## src/rtl/uart_pkg.sv

```systemverilog
// Shared types and widths for the UART transmit arbiter.
package uart_pkg;
  localparam int DATA_W  = 8;
  localparam int GRANT_W = 2;

  typedef enum logic [1:0] {
    IDLE,
    SEND,
    WAIT_ACK,
    WAIT_DONE
  } state_e;
endpackage

```

## src/rtl/rr_picker.sv

```systemverilog
// Combinational round-robin picker: first valid index after ptr, wrapping modulo NREQ.
module rr_picker
  import uart_pkg::*;
#(
  parameter int NREQ = 3
) (
  input  logic [NREQ-1:0]    valid_i,
  input  logic [GRANT_W-1:0] ptr_i,
  output logic [GRANT_W-1:0] idx_o,
  output logic               any_o
);

  logic [3:0]         validPad;
  logic [GRANT_W-1:0] cand;

  // Padding to four entries keeps the variable index the same width for every NREQ.
  always_comb begin
    validPad = '0;
    validPad[NREQ-1:0] = valid_i;
    idx_o = '0;
    any_o = 1'b0;
    cand  = '0;
    for (int i = 1; i <= NREQ; i++) begin
      cand = GRANT_W'((int'(ptr_i) + i) % NREQ);
      if (!any_o && validPad[cand]) begin
        idx_o = cand;
        any_o = 1'b1;
      end
    end
  end

endmodule

```

## src/rtl/uart_tx_arbiter.sv

```systemverilog
// Shares one UART transmitter among NREQ byte requesters, granting whole frames
// round-robin and dropping an owner that stalls mid-frame for LOCK_TO cycles.
module uart_tx_arbiter
  import uart_pkg::*;
#(
  parameter int NREQ    = 3,
  parameter int LOCK_TO = 1023
) (
  input  logic                   clk_i,
  input  logic                   rst_i,
  input  logic [NREQ-1:0]        req_valid_i,
  input  logic [DATA_W*NREQ-1:0] req_data_i,
  input  logic [NREQ-1:0]        req_last_i,
  output logic [NREQ-1:0]        req_ready_o,
  output logic                   tx_start_o,
  output logic [DATA_W-1:0]      tx_data_o,
  input  logic                   tx_busy_i,
  output logic [GRANT_W-1:0]     grant_o,
  output logic                   active_o,
  output logic                   abort_o
);

  localparam int               CNT_W    = $clog2(LOCK_TO + 1);
  localparam logic [CNT_W-1:0] CNT_LAST = CNT_W'(LOCK_TO - 1);

  state_e             state_q;
  logic [GRANT_W-1:0] owner_q;
  logic [GRANT_W-1:0] ptr_q;
  logic [DATA_W-1:0]  txData_q;
  logic               lastFlag_q;
  logic               start_q;
  logic               abort_q;
  logic [CNT_W-1:0]   lockCnt_q;

  logic [GRANT_W-1:0] pickIdx;
  logic               pickAny;
  logic               ownerValid;
  logic               ownerLast;
  logic [DATA_W-1:0]  ownerData;
  logic               accept;

  rr_picker #(
    .NREQ(NREQ)
  ) picker (
    .valid_i(req_valid_i),
    .ptr_i  (ptr_q),
    .idx_o  (pickIdx),
    .any_o  (pickAny)
  );

  // Only the owner's lines are ever looked at, so non-owner activity cannot disturb a frame.
  always_comb begin
    ownerValid = 1'b0;
    ownerLast  = 1'b0;
    ownerData  = '0;
    for (int k = 0; k < NREQ; k++) begin
      if (owner_q == GRANT_W'(k)) begin
        ownerValid = req_valid_i[k];
        ownerLast  = req_last_i[k];
        ownerData  = req_data_i[k*DATA_W +: DATA_W];
      end
    end
  end

  assign accept = (state_q == SEND) && ownerValid && !tx_busy_i;

  always_comb begin
    req_ready_o = '0;
    for (int k = 0; k < NREQ; k++) begin
      req_ready_o[k] = accept && (owner_q == GRANT_W'(k));
    end
  end

  always_ff @(posedge clk_i or posedge rst_i) begin
    if (rst_i) begin
      state_q    <= IDLE;
      owner_q    <= '0;
      ptr_q      <= GRANT_W'(NREQ - 1);
      txData_q   <= '0;
      lastFlag_q <= 1'b0;
      start_q    <= 1'b0;
      abort_q    <= 1'b0;
      lockCnt_q  <= '0;
    end else begin
      start_q <= 1'b0;
      abort_q <= 1'b0;
      case (state_q)
        IDLE: begin
          if (pickAny) begin
            owner_q <= pickIdx;
            state_q <= SEND;
          end
        end
        SEND: begin
          if (accept) begin
            txData_q   <= ownerData;
            lastFlag_q <= ownerLast;
            start_q    <= 1'b1;
            lockCnt_q  <= '0;
            state_q    <= WAIT_ACK;
          end else if (!ownerValid) begin
            // A busy transmitter is not the owner's fault, so only missing data counts.
            if (lockCnt_q == CNT_LAST) begin
              abort_q   <= 1'b1;
              ptr_q     <= owner_q;
              lockCnt_q <= '0;
              state_q   <= IDLE;
            end else begin
              lockCnt_q <= lockCnt_q + 1'b1;
            end
          end
        end
        WAIT_ACK: begin
          if (tx_busy_i) begin
            state_q <= WAIT_DONE;
          end
        end
        WAIT_DONE: begin
          if (!tx_busy_i) begin
            if (lastFlag_q) begin
              ptr_q   <= owner_q;
              state_q <= IDLE;
            end else begin
              state_q <= SEND;
            end
          end
        end
        default: state_q <= IDLE;
      endcase
    end
  end

  assign tx_start_o = start_q;
  assign tx_data_o  = txData_q;
  assign grant_o    = owner_q;
  assign active_o   = (state_q != IDLE);
  assign abort_o    = abort_q;

endmodule

```

## config.mk

```make
export PLATFORM = sky130hd
export DESIGN_NAME = uart_tx_arbiter
export DESIGN_NICKNAME = d
export VERILOG_FILES = /design/src/rtl/uart_pkg.sv /design/src/rtl/rr_picker.sv /design/src/rtl/uart_tx_arbiter.sv
export SDC_FILE = /design/constraint.sdc
export NUM_CORES = 1
export LEC_CHECK = 0
export ABC_AREA = 1
export CAP_MARGIN = 0
export CORE_MARGIN = 1.5
export CORE_UTILIZATION = 43
export CTS_CLUSTER_SIZE = 14
export DETAILED_ROUTE_END_ITERATION = 7
export PLACE_DENSITY = 0.75
export RECOVER_POWER = 25
export SLEW_MARGIN = 25
export SYNTH_ARGS = -nofsm -noshare
export SYNTH_HDL_FRONTEND = slang
export SYNTH_SLANG_ARGS = --single-unit
```

## constraint.sdc

```tcl
create_clock -name clk_i -period 1.7 [get_ports clk_i]
set_clock_uncertainty 0.2 [all_clocks]
set_input_delay 0.255 -clock clk_i [delete_from_list [all_inputs] [get_ports clk_i]]
set_output_delay 0.255 -clock clk_i [all_outputs]
set_load 0.02 [all_outputs]
```

==> summary.txt <==
Run status
  – Status: finished, violations left
  – Failing checks: setup timing

Clock tree
  – H-tree depth: 1
  – CTS Hold Bufs: 0
  – Clock sinks: 27
  – Clk slew on worst S/H paths: 0.10 ns
  – CTS tree: yes
  – Clock Latency Late Sink: 0.28 ns
  – CTS Buf Count: 3
  – CTS root buf: clkbuf_8
  – Clk buf depth: 2

Timing
  – Worst slew margin: 67.6%
  – Min cycle time layout: 1.95 ns
  – # setup viols final: 25
  – RSZ-0062 raised after global routing: true
  – Final Hold Vio Count: 0
  – Worst-margin pin slew: 0.486 ns
  – Max Clock Freq: 0.512 GHz
  – Final Cycle Share: 115%
  – Worst Slack Setup Final: -0.252 ns
  – Max-slew violations: 0

Yosys
  – Register area share after synthesis: 38.8%
  – Synth top area cells: dfrtp_1, nand2_1, nand3_1
  – Post-synthesis adder-cell area fraction: 3.59%
  – Proportion of synthesized area in mux cells: 0%
  – Number of synthesized register bits: 27
  – Synth Area in XOR/XNOR: 0.503%
  – Number of flops mapped to enable cells by yosys: 0
  – Synth unique cells: 29
  – Compound-cell area share of the yosys netlist: 12.4%
  – Most frequent cells after synthesis: nand2_1, inv_1, dfrtp_1
  – Syn Nets: 274
  – Synth area leader: dfrtp_1
  – Ys flop type: dfrtp_1
  – Dominant cell by count in the synthesized netlist: nand2_1
  – Ys Warns: 0
  – Synth Area per Inst: 7.39 um^2
  – Async set-or-reset flop fraction in the synthesized netlist: 100%
  – Post-synthesis simple-gate area fraction: 35.0%
  – Post-synthesis cell area: 0.00174 mm^2
  – Largest family of logic cells by synthesized area: simple AND/OR/NAND/NOR gates
  – Share of the synthesized area in the top cell type: 37.3%
  – Syn Inst Count: 236

Placement
  – Setup WS pre-CTS: -0.795 ns
  – Placement Cell Area: 0.00257 mm^2
  – Buffers added on ports: 48
  – DP HPWL: 3.60 mm
  – Dpl cells: 364
  – Routability-driven placement congestion ratio: 0.969

Setup path
  – Setup crit start: req_valid_i[0]
  – Reg-to-reg critical path endpoint: lockCnt_q[5]$_DFFE_PP0P_
  – Worst setup path endpoint: req_ready_o[0]
  – Worst EP required: 1.24 ns
  – CP Capture Type: output pin
  – CP startpoint kind: primary input
  – Arr. time, crit path: 1.50 ns
  – R2R Setup Slk: -0.22 ns
  – Reg-to-reg startpoint: grant_o[0]$_DFFE_PP0P_
  – Critical path class: primary input to output pin
  – Crit-path max FO: 4
  – R2R cell count: 11

Global route
  – GRT Resource Usage Total: 22.7%
  – Grt ovf: 0
  – Vias in the first global route: 1,839
  – Wire length of the first global-routing pass: 7.77 mm
  – Antenna violations before repair: 0
  – Largest net degree at the start of global routing: 21

Die
  – Die height: 66.7 um
  – Die span in x: 66.7 um
  – Core area: 0.00377 mm^2
  – DIE AREA: 0.00444 mm^2
  – I/O pins: 49
  – Core Rows: 22
  – Initial Util: 46.2%

Route
  – Drt drc: 0
  – Post-route ant nets: 0
  – Vias/cell: 5.15
  – DR WL/cell: 13.8 um
  – Vias: 1,945
  – Initial DRC count: 100
  – DR pass1 iterations: 4
  – WL final: 5.20 mm

Power
  – Clock power frac: 9.0%
  – Static Leak: 0.00137 uW
  – Power per cell area: 1520 mW/mm^2
  – P_sw: 1950 uW
  – Switching Share: 45.5%
  – P_int: 2340 uW
  – VDD IR max: 1.12 mV
  – Final Power: 4300 uW
  – Comb pwr share: 65.4%
  – Seq pwr share: 25.6%

Min path
  – Worst Hold Class: primary input to asynchronous set/reset pin

Layout
  – Nets: 369
  – Fraction of layout cells with a size suffix above 1: 34.5%
  – Fillers: 272
  – Diodes inserted: 0
  – Final Instance Count excl. Fillers: 378
  – Area delta synth->final: 62.0%
  – Design area: 0.00282 mm^2

Flow run
  – Max-cap viol count: 0
[flip-flops by register name (all words and copies together), names as in the netlist, named ones only]
| register | cells |
|---|---|
| state_q | 1 |
| tx_start_o | 1 |
| abort_o | 1 |
| tx_data_o | 8 |
| grant_o | 2 |
| lockCnt_q | 10 |
| lastFlag_q | 1 |
| ptr_q | 2 |
[power by group through the flow]
| stage | Combinational (uW) | Clock, uW | Sequential [uW] |
|---|---|---|---|
| 2_1_floorplan | 1290 | 0 | 1240 |
| 3_3_place_gp | 2410 | 0 | 1090 |
| 3_5_place_dp | 2450 | 0 | 1100 |
| 4_1_cts | 2530 | 387 | 1090 |
| 5_1_grt | 3050 | 414 | 1130 |
| 6_report | 2810 | 388 | 1100 |
[metal layers]
layer	GRT usage (%)	vias to the layer above	routed length [um]
met5	0	-	0
met4	8.42	0	46
met3	4.39	4	252
met2	38.3	58	2720
met1	28.8	919	2190
li1	-	964	-
[area by class of cell]
| class | count | area (um^2) | share of cell area, % |
|---|---|---|---|
| Sequential cell | 27 | 679 | 24.1 |
| Timing Repair Buffer | 93 | 831 | 29.4 |
| Multi-Input combinational cell | 171 | 1060 | 37.6 |
| Clock buffer | 3 | 41.3 | 1.46 |
| Inverter | 35 | 144 | 5.10 |
| Clock inverter | 1 | 7.51 | 0.266 |
| Tap cell | 48 | 60.1 | 2.13 |
[per-stage QoR]
step | hold slack [ns] | setup TNS (ns) | util [%]
6_report | 0.167 | -3.42 | 74.9
5_1_grt | 0.199 | -5.29 | 74.9
4_1_cts | 0.0569 | -2.20 | 70.8
3_5_place_dp | 0.282 | -9.81 | 68.0
3_3_place_gp | 0.264 | -9.14 | 68.0
2_1_floorplan | 0.107 | -0.223 | -
[worst min-delay path by stage]
stage	start	end	slack [ns]
floorplan	rst_i	asynchronous set/reset pin	0.11
global placement	tx_data_o[0]$_DFFE_PP0P_	tx_data_o[0]$_DFFE_PP0P_	0.26
detailed placement	tx_data_o[4]$_DFFE_PP0P_	tx_data_o[4]$_DFFE_PP0P_	0.28
CTS	rst_i	tx_data_o[6]$_DFFE_PP0P_	0.06
global route	rst_i	tx_data_o[6]$_DFFE_PP0P_	0.20
finish	rst_i	tx_data_o[6]$_DFFE_PP0P_	0.17
[repair_timing]
item | in CTS | in global routing
pin swaps | 5 | 15
buffers inserted | 5 | 6
resized for setup | 55 | 36
endpoints found under the hold margin | 0 | 0
setup endpoints to repair | 32 | 29
[critical path, cell delays in order]
cell and delay (ns):
clkdlybuf4s50_1 0.52, inv_2 0.07, nand2_4 0.09, nand4_4 0.18, nor3_4 0.23, buf_6 0.14
[cell usage in the layout, fill, tap and decap left out, types with 9 or more instances in the layout]
master,Yosys,routed
clkdlybuf4s50_1,0,30
nand2_1,64,52
dfrtp_1,26,24
inv_1,30,22
nor2_1,19,15
dlygate4sd2_1,0,10
nand4_1,9,9
nand3_1,24,23
nand2_2,2,11
buf_4,0,40
[kinds of logic (layout without fill, tap and decap cells)]
| logic type | count (synthesis) | count (layout) |
|---|---|---|
| xor gates and xnor gates | 1 | 1 |
| AOI/OAI and AO/OA | 35 | 35 |
| buffers and inverters | 38 | 132 |
| adders and majority gates | 5 | 5 |
| and+or+nand+nor | 130 | 130 |
| DFF | 27 | 27 |
Note: power is estimated with default switching activity, not from simulation.
